[config.mk]
export PLATFORM = sky130hd
export DESIGN_NAME = aes_axil_slave_flat
export DESIGN_NICKNAME = d
export VERILOG_FILES = /design/src/rtl/aes_axil_slave_if.sv /design/src/rtl/aes_axil_slave.sv /design/src/flat_wrapper.sv
export SDC_FILE = /design/constraint.sdc
export NUM_CORES = 1
export LEC_CHECK = 0
export BUFFER_PORTS_ARGS = -buffer_cell sky130_fd_sc_hd__buf_2
export CAP_MARGIN = 20
export CORE_AREA = 3 3 346 348
export DETAILED_ROUTE_END_ITERATION = 10
export DIE_AREA = 0 0 349 351
export GPL_ROUTABILITY_DRIVEN = 0
export PLACE_DENSITY = 0.52
export SLEW_MARGIN = 10
export SYNTH_ARGS = -nofsm -noshare
export SYNTH_HDL_FRONTEND = slang
export SYNTH_SLANG_ARGS = --single-unit
export TNS_END_PERCENT = 100
[constraint.sdc]
create_clock -name clk -period 6 [get_ports clk]
set_input_delay 0.3 -clock clk [delete_from_list [all_inputs] [get_ports clk]]
set_output_delay 0.3 -clock clk [all_outputs]
set_load 0.005 [all_outputs]
[src/rtl/aes_axil_slave_if.sv]
// AXI4-Lite bus bundle between the PicoRV32 master and the AES register front-end.
interface aes_axil_slave_if #(
    parameter int ADDR_W = 8
);
    logic [ADDR_W-1:0] awaddr;
    logic              awvalid;
    logic              awready;
    logic [31:0]       wdata;
    logic [3:0]        wstrb;
    logic              wvalid;
    logic              wready;
    logic [1:0]        bresp;
    logic              bvalid;
    logic              bready;
    logic [ADDR_W-1:0] araddr;
    logic              arvalid;
    logic              arready;
    logic [31:0]       rdata;
    logic [1:0]        rresp;
    logic              rvalid;
    logic              rready;

    modport master (
        output awaddr, awvalid, wdata, wstrb, wvalid, bready, araddr, arvalid, rready,
        input  awready, wready, bresp, bvalid, arready, rdata, rresp, rvalid
    );

    modport slave (
        input  awaddr, awvalid, wdata, wstrb, wvalid, bready, araddr, arvalid, rready,
        output awready, wready, bresp, bvalid, arready, rdata, rresp, rvalid
    );
endinterface

[src/rtl/aes_axil_slave.sv]
// AXI4-Lite register front-end for the AES core: key/data/command registers,
// a four-state sequencer for the core's launch and result handshakes, and
// status/result registers for the CPU.
module aes_axil_slave #(
    parameter int ADDR_W = 8
) (
    input  logic            clk,
    input  logic            reset,
    aes_axil_slave_if.slave s_axi,
    output logic            pt_valid,
    output logic            ct_valid,
    input  logic            pt_in_en,
    input  logic            ct_in_en,
    output logic [127:0]    pt_encr,
    output logic [127:0]    ct_decr,
    input  logic [127:0]    ct_encr,
    input  logic [127:0]    pt_decr,
    input  logic            ct_rdy,
    input  logic            pt_rdy,
    output logic [1:0]      key_len,
    output logic [255:0]    short_key,
    input  logic            key_exp_status,
    input  logic            key_inp_rdy,
    input  logic            error
);

    localparam logic [1:0] RESP_OKAY   = 2'b00;
    localparam logic [1:0] RESP_SLVERR = 2'b10;

    typedef enum logic [2:0] {
        R_CTRL,
        R_STATUS,
        R_KEY,
        R_DIN,
        R_DOUT,
        R_NONE
    } reg_sel_t;

    typedef enum logic [1:0] {
        S_IDLE,
        S_WAIT_EN,
        S_LAUNCH,
        S_WAIT_RDY
    } state_t;

    // Map a byte address to a register group; anything outside the map
    // (including any set bit above bit 6) is R_NONE.
    function automatic reg_sel_t decode(input logic [ADDR_W-1:0] addr);
        reg_sel_t   sel;
        logic [4:0] widx;
        widx = addr[6:2];
        sel  = R_NONE;
        if (addr[ADDR_W-1:7] == '0) begin
            if (widx == 5'd0)                         sel = R_CTRL;
            else if (widx == 5'd1)                    sel = R_STATUS;
            else if (widx >= 5'd4  && widx <= 5'd11)  sel = R_KEY;
            else if (widx >= 5'd12 && widx <= 5'd15)  sel = R_DIN;
            else if (widx >= 5'd16 && widx <= 5'd19)  sel = R_DOUT;
        end
        return sel;
    endfunction

    // Register storage
    logic [31:0] key_reg  [8];
    logic [31:0] din_reg  [4];
    logic [31:0] dout_reg [4];

    // AXI channel state
    logic        awready_reg;
    logic        bvalid_reg;
    logic [1:0]  bresp_reg;
    logic        arready_reg;
    logic        rvalid_reg;
    logic [31:0] rdata_reg;
    logic [1:0]  rresp_reg;

    // Sequencer state
    state_t      state_reg;
    logic        dir_dec_reg;
    logic [1:0]  klen_reg;
    logic        load_key_reg;
    logic        busy_reg;
    logic        done_reg;
    logic        err_reg;
    logic        pt_valid_reg;
    logic        ct_valid_reg;
    logic [1:0]  key_len_reg;

    // Write strobes are not supported: every write is a full word.
    logic unused_wstrb;
    assign unused_wstrb = ^s_axi.wstrb;

    // Decode of both channels
    reg_sel_t    wr_sel;
    reg_sel_t    rd_sel;
    logic        wr_hs;
    logic        rd_hs;
    logic        ctrl_wr;
    logic        start_req;
    logic        err_clr;
    logic [2:0]  wr_key_idx;
    logic [2:0]  rd_key_idx;
    logic [127:0] core_result;
    logic [31:0] rd_value;

    assign wr_sel    = decode(s_axi.awaddr);
    assign rd_sel    = decode(s_axi.araddr);
    assign wr_hs     = awready_reg && s_axi.awvalid && s_axi.wvalid;
    assign rd_hs     = arready_reg && s_axi.arvalid;
    assign ctrl_wr   = wr_hs && (wr_sel == R_CTRL);
    assign start_req = ctrl_wr && (s_axi.wdata[0] || s_axi.wdata[1]);
    assign err_clr   = ctrl_wr && s_axi.wdata[5];

    // KEY0..7 sit at word indices 4..11; flipping bit 2 of the word index
    // turns that range into 0..7 without a subtractor.
    assign wr_key_idx = s_axi.awaddr[4:2] ^ 3'b100;
    assign rd_key_idx = s_axi.araddr[4:2] ^ 3'b100;

    assign core_result = dir_dec_reg ? pt_decr : ct_encr;

    // Word 0 of each block is the most significant 32 bits of the bus.
    genvar gi;
    generate
        for (gi = 0; gi < 8; gi++) begin : g_key
            assign short_key[255 - 32*gi -: 32] = key_reg[gi];
        end
        for (gi = 0; gi < 4; gi++) begin : g_din
            assign pt_encr[127 - 32*gi -: 32] = din_reg[gi];
            assign ct_decr[127 - 32*gi -: 32] = din_reg[gi];
        end
    endgenerate

    assign s_axi.awready = awready_reg;
    assign s_axi.wready  = awready_reg;
    assign s_axi.bvalid  = bvalid_reg;
    assign s_axi.bresp   = bresp_reg;
    assign s_axi.arready = arready_reg;
    assign s_axi.rvalid  = rvalid_reg;
    assign s_axi.rdata   = rdata_reg;
    assign s_axi.rresp   = rresp_reg;
    assign pt_valid      = pt_valid_reg;
    assign ct_valid      = ct_valid_reg;
    assign key_len       = key_len_reg;

    // Write channel: one-cycle joint awready/wready pulse, then hold bvalid until bready.
    always_ff @(posedge clk or negedge reset) begin
        if (!reset) begin
            awready_reg <= 1'b0;
            bvalid_reg  <= 1'b0;
            bresp_reg   <= RESP_OKAY;
        end else begin
            awready_reg <= 1'b0;
            if (wr_hs) begin
                bvalid_reg <= 1'b1;
                bresp_reg  <= (wr_sel == R_NONE) ? RESP_SLVERR : RESP_OKAY;
            end else if (bvalid_reg && s_axi.bready) begin
                bvalid_reg <= 1'b0;
            end else if (!bvalid_reg && !awready_reg && s_axi.awvalid && s_axi.wvalid) begin
                awready_reg <= 1'b1;
            end
        end
    end

    // KEY and DIN registers: CPU writes land only while the sequencer is idle.
    always_ff @(posedge clk or negedge reset) begin
        if (!reset) begin
            for (int i = 0; i < 8; i++) key_reg[i] <= '0;
            for (int i = 0; i < 4; i++) din_reg[i] <= '0;
        end else if (wr_hs && !busy_reg) begin
            if (wr_sel == R_KEY) key_reg[wr_key_idx] <= s_axi.wdata;
            if (wr_sel == R_DIN) din_reg[s_axi.awaddr[3:2]] <= s_axi.wdata;
        end
    end

    // Read data mux; STATUS samples the core status inputs live.
    always_comb begin
        rd_value = '0;
        case (rd_sel)
            R_STATUS: rd_value = {27'd0, key_inp_rdy, key_exp_status, err_reg, done_reg, busy_reg};
            R_KEY:    rd_value = key_reg[rd_key_idx];
            R_DIN:    rd_value = din_reg[s_axi.araddr[3:2]];
            R_DOUT:   rd_value = dout_reg[s_axi.araddr[3:2]];
            default:  rd_value = '0;
        endcase
    end

    // Read channel: arready whenever no response is pending; rdata held until rready.
    always_ff @(posedge clk or negedge reset) begin
        if (!reset) begin
            arready_reg <= 1'b0;
            rvalid_reg  <= 1'b0;
            rdata_reg   <= '0;
            rresp_reg   <= RESP_OKAY;
        end else if (rd_hs) begin
            arready_reg <= 1'b0;
            rvalid_reg  <= 1'b1;
            rdata_reg   <= rd_value;
            rresp_reg   <= (rd_sel == R_NONE) ? RESP_SLVERR : RESP_OKAY;
        end else if (rvalid_reg && s_axi.rready) begin
            rvalid_reg  <= 1'b0;
            arready_reg <= 1'b1;
        end else if (!rvalid_reg) begin
            arready_reg <= 1'b1;
        end
    end

    // Sequencer: start -> wait for core enable -> one-cycle launch -> wait for result.
    // A core error in either wait state aborts and sets the sticky error; a
    // same-cycle clear loses to the set because the set is assigned last.
    always_ff @(posedge clk or negedge reset) begin
        if (!reset) begin
            state_reg    <= S_IDLE;
            dir_dec_reg  <= 1'b0;
            klen_reg     <= 2'b00;
            load_key_reg <= 1'b0;
            busy_reg     <= 1'b0;
            done_reg     <= 1'b0;
            err_reg      <= 1'b0;
            pt_valid_reg <= 1'b0;
            ct_valid_reg <= 1'b0;
            key_len_reg  <= 2'b00;
            for (int i = 0; i < 4; i++) dout_reg[i] <= '0;
        end else begin
            pt_valid_reg <= 1'b0;
            ct_valid_reg <= 1'b0;
            key_len_reg  <= 2'b00;
            if (err_clr) err_reg <= 1'b0;
            case (state_reg)
                S_IDLE: begin
                    if (start_req) begin
                        dir_dec_reg  <= !s_axi.wdata[0];
                        klen_reg     <= s_axi.wdata[3:2];
                        load_key_reg <= s_axi.wdata[4];
                        busy_reg     <= 1'b1;
                        done_reg     <= 1'b0;
                        state_reg    <= S_WAIT_EN;
                    end
                end
                S_WAIT_EN: begin
                    if (error) begin
                        err_reg   <= 1'b1;
                        busy_reg  <= 1'b0;
                        done_reg  <= 1'b0;
                        state_reg <= S_IDLE;
                    end else if (dir_dec_reg ? ct_in_en : pt_in_en) begin
                        pt_valid_reg <= !dir_dec_reg;
                        ct_valid_reg <= dir_dec_reg;
                        key_len_reg  <= load_key_reg ? klen_reg : 2'b00;
                        state_reg    <= S_LAUNCH;
                    end
                end
                S_LAUNCH: begin
                    state_reg <= S_WAIT_RDY;
                end
                S_WAIT_RDY: begin
                    if (error) begin
                        err_reg   <= 1'b1;
                        busy_reg  <= 1'b0;
                        done_reg  <= 1'b0;
                        state_reg <= S_IDLE;
                    end else if (dir_dec_reg ? pt_rdy : ct_rdy) begin
                        for (int i = 0; i < 4; i++) dout_reg[i] <= core_result[127 - 32*i -: 32];
                        done_reg  <= 1'b1;
                        busy_reg  <= 1'b0;
                        state_reg <= S_IDLE;
                    end
                end
                default: state_reg <= S_IDLE;
            endcase
        end
    end

endmodule

[src/flat_wrapper.sv]
// flat-port wrapper written by rule: the top's interface ports become plain ports
module aes_axil_slave_flat 
#(
    parameter int ADDR_W = 8
)
  (clk, reset, pt_valid, ct_valid, pt_in_en, ct_in_en, pt_encr, ct_decr, ct_encr, pt_decr, ct_rdy, pt_rdy, key_len, short_key, key_exp_status, key_inp_rdy, error, s_axi_awaddr, s_axi_awvalid, s_axi_wdata, s_axi_wstrb, s_axi_wvalid, s_axi_bready, s_axi_araddr, s_axi_arvalid, s_axi_rready, s_axi_awready, s_axi_wready, s_axi_bresp, s_axi_bvalid, s_axi_arready, s_axi_rdata, s_axi_rresp, s_axi_rvalid);
  aes_axil_slave_if #(.ADDR_W(ADDR_W)) s_axi_i ();
  input  logic clk;
  input  logic reset;
  output logic pt_valid;
  output logic ct_valid;
  input  logic pt_in_en;
  input  logic ct_in_en;
  output logic [127:0] pt_encr;
  output logic [127:0] ct_decr;
  input  logic [127:0] ct_encr;
  input  logic [127:0] pt_decr;
  input  logic ct_rdy;
  input  logic pt_rdy;
  output logic [1:0] key_len;
  output logic [255:0] short_key;
  input  logic key_exp_status;
  input  logic key_inp_rdy;
  input  logic error;
  input wire logic [$bits(s_axi_i.awaddr)-1:0] s_axi_awaddr;
  input wire logic [$bits(s_axi_i.awvalid)-1:0] s_axi_awvalid;
  input wire logic [$bits(s_axi_i.wdata)-1:0] s_axi_wdata;
  input wire logic [$bits(s_axi_i.wstrb)-1:0] s_axi_wstrb;
  input wire logic [$bits(s_axi_i.wvalid)-1:0] s_axi_wvalid;
  input wire logic [$bits(s_axi_i.bready)-1:0] s_axi_bready;
  input wire logic [$bits(s_axi_i.araddr)-1:0] s_axi_araddr;
  input wire logic [$bits(s_axi_i.arvalid)-1:0] s_axi_arvalid;
  input wire logic [$bits(s_axi_i.rready)-1:0] s_axi_rready;
  output wire logic [$bits(s_axi_i.awready)-1:0] s_axi_awready;
  output wire logic [$bits(s_axi_i.wready)-1:0] s_axi_wready;
  output wire logic [$bits(s_axi_i.bresp)-1:0] s_axi_bresp;
  output wire logic [$bits(s_axi_i.bvalid)-1:0] s_axi_bvalid;
  output wire logic [$bits(s_axi_i.arready)-1:0] s_axi_arready;
  output wire logic [$bits(s_axi_i.rdata)-1:0] s_axi_rdata;
  output wire logic [$bits(s_axi_i.rresp)-1:0] s_axi_rresp;
  output wire logic [$bits(s_axi_i.rvalid)-1:0] s_axi_rvalid;
  assign s_axi_i.awaddr = s_axi_awaddr;
  assign s_axi_i.awvalid = s_axi_awvalid;
  assign s_axi_i.wdata = s_axi_wdata;
  assign s_axi_i.wstrb = s_axi_wstrb;
  assign s_axi_i.wvalid = s_axi_wvalid;
  assign s_axi_i.bready = s_axi_bready;
  assign s_axi_i.araddr = s_axi_araddr;
  assign s_axi_i.arvalid = s_axi_arvalid;
  assign s_axi_i.rready = s_axi_rready;
  assign s_axi_awready = s_axi_i.awready;
  assign s_axi_wready = s_axi_i.wready;
  assign s_axi_bresp = s_axi_i.bresp;
  assign s_axi_bvalid = s_axi_i.bvalid;
  assign s_axi_arready = s_axi_i.arready;
  assign s_axi_rdata = s_axi_i.rdata;
  assign s_axi_rresp = s_axi_i.rresp;
  assign s_axi_rvalid = s_axi_i.rvalid;
  aes_axil_slave #(.ADDR_W(ADDR_W)) u_core (.clk(clk), .reset(reset), .s_axi(s_axi_i), .pt_valid(pt_valid), .ct_valid(ct_valid), .pt_in_en(pt_in_en), .ct_in_en(ct_in_en), .pt_encr(pt_encr), .ct_decr(ct_decr), .ct_encr(ct_encr), .pt_decr(pt_decr), .ct_rdy(ct_rdy), .pt_rdy(pt_rdy), .key_len(key_len), .short_key(short_key), .key_exp_status(key_exp_status), .key_inp_rdy(key_inp_rdy), .error(error));
endmodule
Word level (Yosys, flattened, before mapping)
Index checks and enable logic that the tools add are counted.

Logic and storage cells: 187. Flip-flop bits (word level): 565. Bits of input ports: 322. Output and inout bits: 557.

Eq/ne operators: 18. Muxes and demuxes: 71. Bitwise operators: 7. Magnitude comparators: 18. Reductions and logical operators: 40.

Operators with widths (number): bitwise mux 256 bit (1); 2-to-1 mux 32 bit (8); binary-select mux 32 bit (select 2 bit) (2); bitwise mux 128 bit (1); 2-to-1 mux 128 bit (1); one-hot mux 32 bit (4 select lines) (1); binary-select mux 32 bit (select 3 bit) (1); demux 32 bit (select 3 bit) (1); demux 32 bit (select 2 bit) (1); 2-to-1 mux 1 bit (30); 2-to-1 mux 3 bit (10); 2-to-1 mux 2 bit (11); less-or-equal comparator 5 x 4 -> 1 bit, second input constant (4); logical AND 1 bit (20); equality test 3 x 2 -> 1 bit, second input constant (4); equality test 5 x 1 -> 1 bit, second input constant (2); greater-or-equal comparator 5 x 3 -> 1 bit, second input constant (2); greater-or-equal comparator 5 x 4 -> 1 bit, second input constant (2); greater-or-equal comparator 5 bit, second input constant (2); less-or-equal comparator 5 bit, second input constant (2); zero test 5 bit (2); equality test 3 bit, second input constant (3); greater-or-equal comparator 4 bit, second input constant (2); inverter 3 -> 4 bit (2); other kinds (24) (39).

Logic depth before layout (Yosys ltp)
Depth in word-level cells: 14. Gate-level depth with buffers: 9. Mapped depth without buffers: 4.

Worst setup path after synthesis
OpenSTA, ideal clock, no wires.

Path type: input to register. Start point: input s_axi_awaddr[6]. End point: register u_core.din_reg, in the netlist u_core.ct_decr[100]. Library setup time: 0.125 ns. Arrival time: 2.046 ns. Path buffers: 2. Slack: 3.829 ns. Stages on the path: 6. Path through: or3_1 -> or3_4 -> or4_4 -> buf_6 -> buf_6 -> mux2_4.

Cells in the longest elaborated chain, start to end: 10. Elaborated cells between the ends (all ways): 19. Classes of those cells: order compare (6); eq/ne (2); mux (6); reduce/logical (5).

Ends and longest elaborated chain: start: declaration (line flat_wrapper.sv:25) `input wire logic [$bits(s_axi_i.awaddr)-1:0] s_axi_awaddr;`; greater-or-equal comparator 5 bit or less-or-equal comparator 5 bit (tied branches) (line aes_axil_slave.sv:58) `else if (widx >= 5'd16 && widx <= 5'd19) sel = R_DOUT;`; logical AND 1 bit (line aes_axil_slave.sv:58); 2-to-1 mux 1 bit (line aes_axil_slave.sv:58); 2-to-1 mux 3 bit (line aes_axil_slave.sv:57) `else if (widx >= 5'd12 && widx <= 5'd15) sel = R_DIN;`; 2-to-1 mux 3 bit (line aes_axil_slave.sv:56) `else if (widx >= 5'd4 && widx <= 5'd11) sel = R_KEY;`; 2-to-1 mux 3 bit (line aes_axil_slave.sv:55) `else if (widx == 5'd1) sel = R_STATUS;`; 2-to-1 mux 3 bit (*) (line aes_axil_slave.sv:54) `if (widx == 5'd0) sel = R_CTRL;`; 2-to-1 mux 3 bit (*) (line aes_axil_slave.sv:53) `if (addr[ADDR_W-1:7] == '0) begin`; equality test 3 x 2 -> 1 bit (*) (line aes_axil_slave.sv:171) `if (wr_sel == R_DIN) din_reg[s_axi.awaddr[3:2]] <= s_axi.wdata;`; AND reduction 2 bit (no line) (*); end signal: indexed assignment (line aes_axil_slave.sv:171); end: declaration (line aes_axil_slave.sv:65) `logic [31:0] din_reg [4];`.

Every way passes the cells marked *; elsewhere a longest branch is shown, timed or not. A chain may end at the register's enable or synchronous reset.

Final worst setup path
Start point: input s_axi_awaddr[7]. End point: register u_core.key_reg, in the netlist u_core.short_key[27].

Cells in the longest elaborated chain, start to end: 3.

Ends and longest elaborated chain: 2-to-1 mux 3 bit (line aes_axil_slave.sv:53); equality test 3 x 2 -> 1 bit (line aes_axil_slave.sv:170) `if (wr_sel == R_KEY) key_reg[wr_key_idx] <= s_axi.wdata;`; AND reduction 2 bit (no line); end signal: indexed assignment (line aes_axil_slave.sv:170); end: declaration (line aes_axil_slave.sv:64) `logic [31:0] key_reg [8];`.

No other way between the ends.

==> out/qor.log <==
qor: run_status.outcome completed
qor: sta.final_critical_path_setup_slack 2.856 ns
qor: clock_tree.clkTransAtPathRegs 0.05 ns
qor: sta.achievable-frequency 318.0 MHz
qor: synth.post_synth_inst_count 1989
qor: floorplanning.die_w 349 um
qor: worst_setup_path.start_kind input port
qor: synth.synth_enable_flop_cells 0
qor: worst_setup_path.cp_data_required_time 6.48 ns
qor: synth.syn_avg_cell_area 13.58 um^2
qor: grt.antenna_found_initial 9
qor: synth.asyncSetResetFlopFracSynth 100.0%
qor: synth.synthesis.area 0.02700 mm^2
qor: min_path.min_path_type in2reg
qor: power_and_ir_drop.seqPwrFrac 44.6%
qor: power_and_ir_drop.pwr-share-clk 39.8%
qor: routing.routed_via_density 4.566
qor: min_path.worst_hold_path_cell_count 3
qor: routing.routed_wire_length 109600 um
qor: placed_design.setup_slack_placement 2.796 ns
qor: worst_setup_path.critical_path.reg2reg.endpoint u_core.short_key[27]
qor: floorplanning.die_height 351 um
qor: clock_tree.cts_made_buffers 69
qor: power_and_ir_drop.p_switching 2.938 mW
qor: power_and_ir_drop.standby_leakage_power 19.75 nW
qor: sta.fin_worst_skew 0.04072 ns
qor: floorplanning.initial_utilization 23.17%
qor: sta.final_period_minus_worst_setup_slack 3.144 ns
qor: routing.ant_nets 0
qor: clock_tree.cts.root.buffer_cell sky130_fd_sc_hd__clkbuf_16
qor: min_path.hold-path-endpoint u_core.dout_reg[54]
qor: grt.first_pass_grt_wire_length 154900 um
qor: synth.count_of_state_elements_after_synthesis 563
qor: clock_tree.tritoncts_clock_tree yes
qor: power_and_ir_drop.worst_ir_drop_vdd 0.2123 mV
qor: floorplanning.row_count 125
qor: grt.vias_in_the_first_global_route 21070
qor: floorplanning.floorplan_core_area 0.1165 mm^2
qor: floorplanning.floorplan.io_pins 879
qor: routing.vias 20300
qor: grt.groute.usage.overall 17.37%
qor: routing.drcViolationCount 0
qor: finish.drive_gt1_share 52.49%
qor: finish.fill_cells 11950
qor: worst_setup_path.timing.setup.critical_path_class in2reg
qor: sta.timing.final.setup_violations 0
qor: sta.relative_max_transition_margin 27.23%
qor: sta.final_hold_viol_count 0
qor: grt.pin_count_of_the_biggest_net_entering_global_routing 254
qor: clock_tree.cts_max_path_buffers 3
qor: power_and_ir_drop.power.share.switching 28.30%
qor: worst_setup_path.startpoint_of_the_worst_register_to_register_path u_core.s_axi.awready
qor: routing.detail_route.first_pass.iterations 5
qor: worst_setup_path.reg2reg_setup_slack 2.88 ns
qor: worst_setup_path.crit_path_end_kind register
qor: routing.wire_per_inst 24.65 um
qor: worst_setup_path.timing.critical_path.arrival 3.62 ns
qor: finish.largest_register_ff_count 256
qor: min_path.hold_path.startpoint ct_encr[54]
qor: floorplanning.design.die.area 0.1225 mm^2
qor: power_and_ir_drop.p_int 7.442 mW
qor: synth.synth.lib_cells_used.distinct 46
qor: power_and_ir_drop.powerDensity 285.2 mW/mm^2
qor: sta.totalNegativeSetupSlack 0 ns
qor: synth.synth_seq_area_share 52.18%
qor: synth.yosys_warnings 0
qor: clock_tree.clkLatencyLatePin 0.63 ns
qor: finish.multiInputGateArea 0.01138 mm^2
qor: grt.overflow 0
qor: placed_design.place.detailed.hpwl 78890 um
qor: sta.timing.final.max_slew_violations 0
qor: worst_setup_path.register_to_register_path_depth 4
qor: clock_tree.numClockSinks 563
qor: run.number_of_maximum_capacitance_constraint_violations 0
qor: placed_design.buffer_ports.inserted 868
qor: finish.syn_to_final_growth 34.81%
qor: sta.fin_hold_ws 0.05740 ns
qor: routing.first_iter_violations 1206
qor: sta.actual_transition_at_the_worst_max_transition_pin 1.092 ns
qor: power_and_ir_drop.comb_power_share 15.5%
qor: sta.grt_setup_unrepaired no
qor: finish.postLayoutCoreUtil 31.24%
qor: synth.synth-main-ff-cell sky130_fd_sc_hd__dfrtp_1
qor: worst_setup_path.path_max_fanout 32
qor: finish.layout.nets 3192
qor: clock_tree.count_of_h_tree_levels_built_during_cts 3
qor: clock_tree.post_cts_resize_count 0
qor: finish.regArea 0.01409 mm^2
qor: sta.finalCritPeriodShare 52.41%
qor: power_and_ir_drop.post-layout-total-power 10.38 mW
## synthesized netlist by cell type (5+ instances only)
cell / instances / area share (%)
sky130_fd_sc_hd__buf_6: 5 / 0.21
sky130_fd_sc_hd__nor2_1: 5 / 0.070
sky130_fd_sc_hd__nand3_1: 5 / 0.093
sky130_fd_sc_hd__dfrtp_1: 563 / 52
sky130_fd_sc_hd__mux4_2: 128 / 11
sky130_fd_sc_hd__mux2_2: 355 / 15
sky130_fd_sc_hd__nand2_1: 180 / 2.5
sky130_fd_sc_hd__buf_1: 22 / 0.31
sky130_fd_sc_hd__a31oi_1: 6 / 0.14
sky130_fd_sc_hd__o21ai_0: 135 / 2.5
sky130_fd_sc_hd__mux2_4: 30 / 1.7
sky130_fd_sc_hd__a22o_1: 28 / 0.91
sky130_fd_sc_hd__and2_1: 5 / 0.12
sky130_fd_sc_hd__clkbuf_1: 113 / 1.6
sky130_fd_sc_hd__nor4b_1: 5 / 0.16
sky130_fd_sc_hd__buf_4: 131 / 3.6
sky130_fd_sc_hd__o21a_1: 5 / 0.14
sky130_fd_sc_hd__mux2i_1: 129 / 4.8
sky130_fd_sc_hd__buf_2: 26 / 0.48
sky130_fd_sc_hd__a22oi_1: 59 / 1.6
sky130_fd_sc_hd__inv_1: 6 / 0.083
## power by group through the flow
stage	Combinational (mW)	Sequential (mW)	Clock (mW)
finish	1.61	4.63	4.13
global route	1.81	4.69	4.42
CTS	1.68	4.64	4.27
detailed placement	1.57	4.71	0
global placement	1.55	4.68	0
floorplan	0.812	4.57	0
## per-stage QoR
stage	std cells	cell area, um^2
floorplan	1990	27000
global placement	4111	32040
detailed placement	4111	32040
CTS	4441	36390
global route	4442	36390
finish	4447	36400
## layout by cell type (no fill, tap or decap), drive strengths merged, types with 6 or more instances in the layout
master,netlist,layout
inv,6,9
dfrtp,563,563
nand2,180,180
clkbuf,113,101
a31oi,6,6
dlygate4sd3,0,212
o21ai,135,135
buf,184,894
clkinv,0,11
diode,0,6
mux2,388,388
mux4,128,128
mux2i,129,129
a22oi,59,59
a22o,28,28
## worst max-delay path by stage
stage	start	end	cells after the start
floorplan	s_axi_awaddr[6]	u_core.ct_decr[100]	6
global placement	s_axi_awaddr[6]	u_core.short_key[157]	5
detailed placement	s_axi_awaddr[6]	u_core.short_key[157]	5
CTS	u_core.s_axi.awready	u_core.short_key[156]	4
global route	u_core.s_axi.awready	u_core.short_key[156]	4
finish	s_axi_awaddr[7]	u_core.short_key[27]	6
## area by class of cell
type,instances,area share (%)
Multi-Input combinational cell,1124,31.26
Antenna cell,6,0.04125
Tap cell,1524,5.238
Sequential cell,563,38.71
Clock buffer,101,5.517
Timing Repair Buffer,1106,18.58
Inverter,6,0.06187
Clock inverter,17,0.5912
## timing repair
item                      4_1_cts  5_1_grt
buffers inserted                0        0
hold buffers                  212        0
hold endpoints to repair      215        0
## routing by layer
layer | global-route usage (%) | vias up | wire length [um]
met5 | 0 | - | 0
met4 | 4.688 | 0 | 2956
met3 | 4.973 | 155 | 7873
met2 | 30.22 | 719 | 54770
met1 | 20.97 | 10540 | 44040
li1 | - | 8892 | -
## worst max-delay path, cell delays in order
cell                            delay [ns]
sky130_fd_sc_hd__dlygate4sd3_1        0.56
sky130_fd_sc_hd__buf_2                0.15
sky130_fd_sc_hd__or3_1                0.40
sky130_fd_sc_hd__nor4b_2              0.79
sky130_fd_sc_hd__nand3_4              0.77
sky130_fd_sc_hd__mux2_2               0.55
## cells by family (layout without fill, tap and decap cells)
family,count (synthesis),after routing,synth area share [%]
multiplexers,645,645,32.06
flip-flops,563,563,52.18
buffers and inverters,303,1230,6.293
AO/OA/AOI/OAI,245,245,5.658
AND/OR/NAND/NOR,232,232,3.800
other,1,8,0.01389
Note: power is estimated with default switching activity, not from simulation.
